==> src/rtl/conv_y_maxpool.sv <==
// ---------------------------------------------------------------------------
// conv_y_maxpool
//
// Max-pooling stage placed after the convolution's y result stream. It emits
// the signed maximum of every POOL consecutive samples. Windows restart at
// each frame boundary (FRAME samples per frame), and a short trailing window
// at the end of a frame is flushed as its own result.
//
// Parameters:
//   POOL  - samples per pooling window (>=1, 1 gives pass-through)
//   FRAME - input samples per frame (>=1)
//   W     - data width, signed two's complement
//
// Ports:
//   clk           in   clock, rising edge
//   reset         in   asynchronous active-high reset
//   s_data_in_y   in   signed input sample
//   s_valid_y     in   input sample valid
//   s_ready_y     out  block can accept an input sample
//   m_data_out_z  out  signed pooled result
//   m_valid_z     out  pooled result valid
//   m_ready_z     in   downstream accepts the result
//
// Build option:
//   CONV_Y_RELU_EN - when defined, every accepted sample is clamped at zero
//                    before the compare, so results are never negative.
// ---------------------------------------------------------------------------
module conv_y_maxpool #(
    parameter int POOL  = 4,
    parameter int FRAME = 97,
    parameter int W     = 21
) (
    input  logic         clk,
    input  logic         reset,
    input  logic [W-1:0] s_data_in_y,
    input  logic         s_valid_y,
    output logic         s_ready_y,
    output logic [W-1:0] m_data_out_z,
    output logic         m_valid_z,
    input  logic         m_ready_z
);

    localparam int WC = (POOL  > 1) ? $clog2(POOL)  : 1;
    localparam int WF = (FRAME > 1) ? $clog2(FRAME) : 1;
    localparam logic [WC-1:0] WIN_LAST = WC'(POOL - 1);
    localparam logic [WF-1:0] FRM_LAST = WF'(FRAME - 1);

    // Signed maximum, no width growth.
    function automatic logic signed [W-1:0] smax(input logic signed [W-1:0] a,
                                                 input logic signed [W-1:0] b);
        return (b > a) ? b : a;
    endfunction

`ifdef CONV_Y_RELU_EN
    // Clamp negative samples to zero.
    function automatic logic signed [W-1:0] relu(input logic signed [W-1:0] a);
        return a[W-1] ? '0 : a;
    endfunction
`endif

    logic signed [W-1:0] max_q;
    logic signed [W-1:0] z_q;
    logic signed [W-1:0] x_c;
    logic signed [W-1:0] cand;
    logic [WC-1:0]       win_cnt;
    logic [WF-1:0]       frm_cnt;
    logic                first;
    logic                close;
    logic                accept;

`ifdef CONV_Y_RELU_EN
    assign x_c = relu($signed(s_data_in_y));
`else
    assign x_c = $signed(s_data_in_y);
`endif

    // Window close is decided from the counters alone, so s_ready_y never
    // depends on s_valid_y or on the incoming data.
    assign first  = (win_cnt == '0);
    assign close  = (win_cnt == WIN_LAST) || (frm_cnt == FRM_LAST);
    assign cand   = first ? x_c : smax(max_q, x_c);

    // Only a closing sample needs the output register; it may proceed when
    // the register is empty or is being drained in the same cycle.
    assign s_ready_y = !close || !m_valid_z || m_ready_z;
    assign accept    = s_valid_y && s_ready_y;

    assign m_data_out_z = z_q;

    // Stage boundary: accepted sample -> running max / registered result
    always_ff @(posedge clk or posedge reset) begin
        if (reset) begin
            max_q     <= '0;
            z_q       <= '0;
            m_valid_z <= 1'b0;
            win_cnt   <= '0;
            frm_cnt   <= '0;
        end else begin
            if (m_valid_z && m_ready_z) begin
                m_valid_z <= 1'b0;
            end
            if (accept) begin
                if (close) begin
                    // A new result loaded here overrides the clear above.
                    z_q       <= cand;
                    m_valid_z <= 1'b1;
                    win_cnt   <= '0;
                    frm_cnt   <= (frm_cnt == FRM_LAST) ? '0 : frm_cnt + 1'b1;
                end else begin
                    max_q   <= cand;
                    win_cnt <= win_cnt + 1'b1;
                    frm_cnt <= frm_cnt + 1'b1;
                end
            end
        end
    end

endmodule

==> config.mk <==
export PLATFORM = sky130hd
export DESIGN_NAME = conv_y_maxpool
export DESIGN_NICKNAME = d
export VERILOG_FILES = /design/src/rtl/conv_y_maxpool.sv
export SDC_FILE = /design/constraint.sdc
export NUM_CORES = 1
export LEC_CHECK = 0
export CORE_UTILIZATION = 49
export CTS_CLUSTER_DIAMETER = 80
export CTS_CLUSTER_SIZE = 10
export DETAILED_ROUTE_END_ITERATION = 6
export GPL_ROUTABILITY_DRIVEN = 0
export GPL_TIMING_DRIVEN = 1
export HOLD_SLACK_MARGIN = 0.12
export PLACE_DENSITY = 0.77
export SETUP_SLACK_MARGIN = 0.2
export SLEW_MARGIN = 40
export SYNTH_ARGS = -nofsm -noshare
export SYNTH_HDL_FRONTEND = slang
export SYNTH_SLANG_ARGS = --single-unit
==> constraint.sdc <==
create_clock -name clk -period 2.9 [get_ports clk]
set_clock_uncertainty 0.1 [all_clocks]
set_input_delay 0.29 -clock clk [delete_from_list [all_inputs] [get_ports clk]]
set_output_delay 0.29 -clock clk [all_outputs]
set_load 0.05 [all_outputs]
Yosys cells after proc, flatten, opt, wreduce, memory -nomap -nowiden

Index checks and enable logic that the tools add are counted.

Output and inout port bits: 23
Register bits after elaboration: 52
Word-level logic and storage cells: 29

Order comparisons: 1
Bitwise logic cells: 1
Reduce and logical (&&, ||, !) cells: 10
Multiplexer cells: 8
$add $sub $neg: 2
Equality and inequality tests: 2

Operators with widths:

| operator                                     | count |
|---|---|
| two-way mux 21 bit                           | 2 |
| greater-than comparator 21 bit               | 1 |
| two-way mux 7 bit                            | 2 |
| adder 7 x 1 -> 7 bit (second input constant) | 1 |
| == test 7 bit (second input constant)        | 1 |
| AND reduction 2 bit                          | 2 |
| logical OR 1 bit                             | 3 |
| two-way mux 1 bit                            | 3 |
| adder 2 x 1 -> 2 bit (second input constant) | 1 |
| == test 2 bit (second input constant)        | 1 |
| logical AND 1 bit                            | 2 |
| zero test 1 bit                              | 2 |
| zero test 2 bit                              | 1 |
| two-way mux 2 bit                            | 1 |
| NOT 1 bit                                    | 1 |

Logic depth before layout (Yosys ltp)

Word-level depth: 7
Gate-level depth with buffers: 9

Least setup slack after synthesis

Ideal clock, no wire load.

Path kind: reg2reg
Start: reg max_q[18]
End: reg max_q[0]
Library setup time: 127 ps
Path buffers: 1
Period minus slack after synthesis: 2712 ps
Stages on the path, launching flop included: 10
Arrival: 2484 ps
Setup slack: 188 ps
Path through: dfrtp_1 > inv_1 > ha_1 > a21o_1 > a2111oi_4 > or3b_1 > o31a_1 > nand4_2 > buf_6 > mux2_1

Cells in the longest elaborated chain, start to end: 3

RTL lines:

| item                           | line | text |
|---|---|---|
| from (decl)                    | 61   | `logic signed [W-1:0] max_q;` |
| from (signal assigned)         | 110  | `max_q <= cand;` |
| greater-than comparator 21 bit | 51   | `return (b > a) ? b : a;` |
| two-way mux 21 bit             | 51   |  |
| two-way mux 21 bit             | 81   | `assign cand = first ? x_c : smax(max_q, x_c);` |

No other way between the ends.
A chain may end at the register's enable or synchronous reset.

Worst setup path after layout

Start: reg max_q[14]
End: reg max_q[15]

The elaborated chain is that of the path after synthesis.

==> impl_metrics.tcl <==
set metrics [dict create \
    cts_tree "yes" \
    syn_to_final_growth_pct 38.19 \
    p_leak_nw 1.897 \
    ys.warnings.count 0 \
    grt_pass1_wl_mm 12.16 \
    cts_max_level 2 \
    ys_seq_area_frac 0.4243 \
    critPathMaxFanout 5 \
    ys_ff_latch 52 \
    finalPower_mw 5.062 \
    hold_slack_ps 248.8 \
    grt_usage 0.2427 \
    p_per_area_nw_per_um2 1194 \
    tightest_slew_ps 500.5 \
    synth_cell_type_count 38 \
    worstSetupStartpoint "max_q[14]$_DFFE_PP0P_" \
    finalSetupViolCount 0 \
    cts.sinks 52 \
    rows 28 \
    synth_top_area_share 0.4243 \
    cts_root_buf "clkbuf_8" \
    cts_buffers 5 \
    timing.setup.tns_ps 0 \
    dp_slack_ps -246.6 \
    synth_fp_nets 362 \
    dieArea_um2 6579 \
    cp.required_ps 3000 \
    dp_hpwl_mm 5.057 \
    nets 432 \
    worstReg2RegStart "max_q[14]$_DFFE_PP0P_" \
    place_area_um2 3776 \
    port-buffer-count 47 \
    grt_setup_unrepaired "true" \
    synth_area_leaders "dfrtp_1, ha_1, mux2_1, o31ai_1, nand4_1" \
    multi_input_area_um2 1814 \
    drc 0 \
    min_path_type "in2async" \
    worst_slack_ps 63.69 \
    seqPwrFrac 0.274 \
    power.share.clock 0.099 \
    drv_cap 0 \
    avgRoutedWirePerCell_um 18.66 \
    num_io_pins 48 \
    slew_violations 0 \
    synth_cells 312 \
    gr-total-overflow 0 \
    ir_drop_mv 0.6859 \
    synth_area_um2 3067 \
    p_switching_mw 2.322 \
    vias_per_cell 5.983 \
    register_area_um2 1301 \
    post-synth-top-area-cell "dfrtp_1" \
    crit_chain "inv_1 -> ha_1 -> nand4_1 -> nor4_4 -> a221o_1 -> o31a_1 -> nand4_4 -> clkbuf_16 -> mux2_1" \
    worstSetupPathType "reg2reg" \
    diodes 0 \
    min_period_ps 2836 \
    dieWidth_um 81.11 \
    power.internal_mw 2.740 \
    drt_iter0_markers 163 \
    timing.fmax_mhz 352.6 \
    clk_pin_slew_ps 100 \
    dr.pass1.iters 7 \
    insertion_delay_ps 310 \
    wirelength_mm 8.547 \
    ant_nets 0 \
    reg2regPathDepth 9 \
    period_share 0.9780 \
    synth.avg_cell_area_um2 9.829 \
    crit_path_end "max_q[15]$_DFFE_PP0P_" \
    route.vias.total 2740 \
    die_h_um 81.11 \
    cts.path.max_buffers 2 \
    final_area_um2 4238 \
    worst_r2r_endpoint "max_q[15]$_DFFE_PP0P_" \
    switching_share 0.4587 \
    cp.arrival_ps 2940 \
    crit_path_top_delay_cell "nor4_4" \
    fillerInstances 415 \
    ctsHoldBuffers 0 \
    antenna_found_initial 0 \
    cp_slowest_stage_delay_ps 430 \
    cp-start-kind "flop" \
    final-hold-violation-count 0 \
    r2r_slack_ps 60 \
    status "finished clean" \
    relSlewSlack 0.6658 \
    combPwrFrac 0.627 \
    initial_core_util 0.5119 \
    fp.coreArea_um2 5991 \
    grt_pass1_vias 2652 \
    crit_path_end_kind "flop" \
    drive_above_1_share 0.2298 \
    grt_max_degree 53 \
]
what timing repair did:
| item | CTS | global route |
|---|---|---|
| pin swaps | 2 | 20 |
| resized for setup | 7 | 52 |
| setup buffers | 0 | 6 |
| endpoints found under the hold margin | 0 | 0 |
| gates cloned | 0 | 3 |
| setup endpoints to repair | 34 | 43 |
routing by layer:
| layer | GRT usage | wire length, µm | vias up |
|---|---|---|---|
| met3 | 0.04607 | 357 | 18 |
| met5 | 0 | 0 | - |
| met1 | 0.2986 | 3664 | 1351 |
| li1 | - | - | 1290 |
| met4 | 0.1054 | 180 | 0 |
| met2 | 0.4126 | 4345 | 81 |
flip-flops by register name, summed over array words and instances (netlist names):
| name | count |
|---|---|
| win_cnt | 2 |
| frm_cnt | 7 |
| m_data_out_z | 21 |
| max_q | 21 |
| m_valid_z | 1 |
power groups by stage:
stage | clock (mW) | combinational [mW] | sequential [mW]
4_1_cts | 0.512 | 2.66 | 1.35
5_1_grt | 0.537 | 3.38 | 1.42
2_1_floorplan | 0 | 1.28 | 1.83
3_5_place_dp | 0 | 2.60 | 1.36
6_report | 0.502 | 3.18 | 1.38
3_3_place_gp | 0 | 2.52 | 1.34
cell families after synthesis:
kind of cell | count (synthesis) | share of synthesized area
compound gates | 78 | 0.1759
xor+xnor | 1 | 0.002856
fa+ha+maj | 25 | 0.1020
buf+inv | 46 | 0.06201
flops | 52 | 0.4243
mux | 22 | 0.08078
simple gates | 88 | 0.1522
metrics by stage:
| stage | instances | utilization |
|---|---|---|
| after detailed placement | 441 | 0.6303 |
| after CTS | 449 | 0.6554 |
| after global placement | 441 | 0.6303 |
| after floorplan | 312 | - |
| after global routing | 458 | 0.7074 |
| final | 458 | 0.7074 |
critical path, delay by kind of cell (launching register included):
family | cells | cell delay, ps
simple gates | 3 | 780
compound gates | 2 | 500
flops | 1 | 420
fa+ha+maj | 1 | 320
mux | 1 | 320
buf+inv | 2 | 270
Yosys cell counts:
cell	instances
ha_1	25
and2_1	2
mux2_2	2
nand2b_1	4
nand3_1	5
nor4_2	1
mux2_1	20
clkbuf_1	14
nand4b_1	1
a2111oi_4	1
a21o_1	3
or3b_1	1
nor2b_1	1
o21ai_0	11
or2_2	2
and4_1	2
o21bai_1	2
inv_1	28
nand4_1	26
buf_2	2
nor2_1	27
a21oi_1	10
and3_1	1
o31a_1	1
nand4_2	1
a31oi_1	21
o31ai_1	23
a221oi_1	1
o31ai_2	1
buf_6	2
a221o_1	1
nand2_1	12
a22o_1	1
dfrtp_1	52
a211oi_1	1
o311ai_1	1
xor2_1	1
nor3_1	2
worst min-delay path by stage:
| stage | to | start | slack, ps | cells past startpoint |
|---|---|---|---|---|
| after floorplan | max_q[0]$_DFFE_PP0P_ | s_data_in_y[0] | 320 | 1 |
| after global placement | frm_cnt[6]$_DFFE_PP0P_ | frm_cnt[6]$_DFFE_PP0P_ | 390 | 1 |
| after detailed placement | frm_cnt[6]$_DFFE_PP0P_ | frm_cnt[6]$_DFFE_PP0P_ | 390 | 1 |
| after CTS | m_data_out_z[2]$_DFFE_PP0P_ | reset | 260 | 3 |
| after global routing | max_q[13]$_DFFE_PP0P_ | reset | 270 | 3 |
| final | frm_cnt[4]$_DFFE_PP0P_ | reset | 250 | 3 |
area by class of cell:
class,count,area share
inverter,28,0.02480
tap,75,0.02214
clock inverter,2,0.008267
sequential,52,0.3071
clock buffer,6,0.01712
timing repair buffer,81,0.1925
multi-input combinational,214,0.4281
cells in the final DEF, fill, tap and decap left out, types with 3 or more instances in the layout:
cell type	instances
a21o_1	3
a21oi_1	10
a31oi_1	21
buf_12	3
buf_4	23
buf_6	5
clkbuf_8	5
clkdlybuf4s50_1	45
dfrtp_1	52
ha_1	22
ha_4	3
inv_1	26
mux2_1	6
mux2_4	15
nand2_1	12
nand2b_1	4
nand3_1	5
nand4_1	26
nor2_1	25
o21ai_0	11
o31ai_1	9
o31ai_2	11
o31ai_4	4
Note: power is estimated with default switching activity, not from simulation.
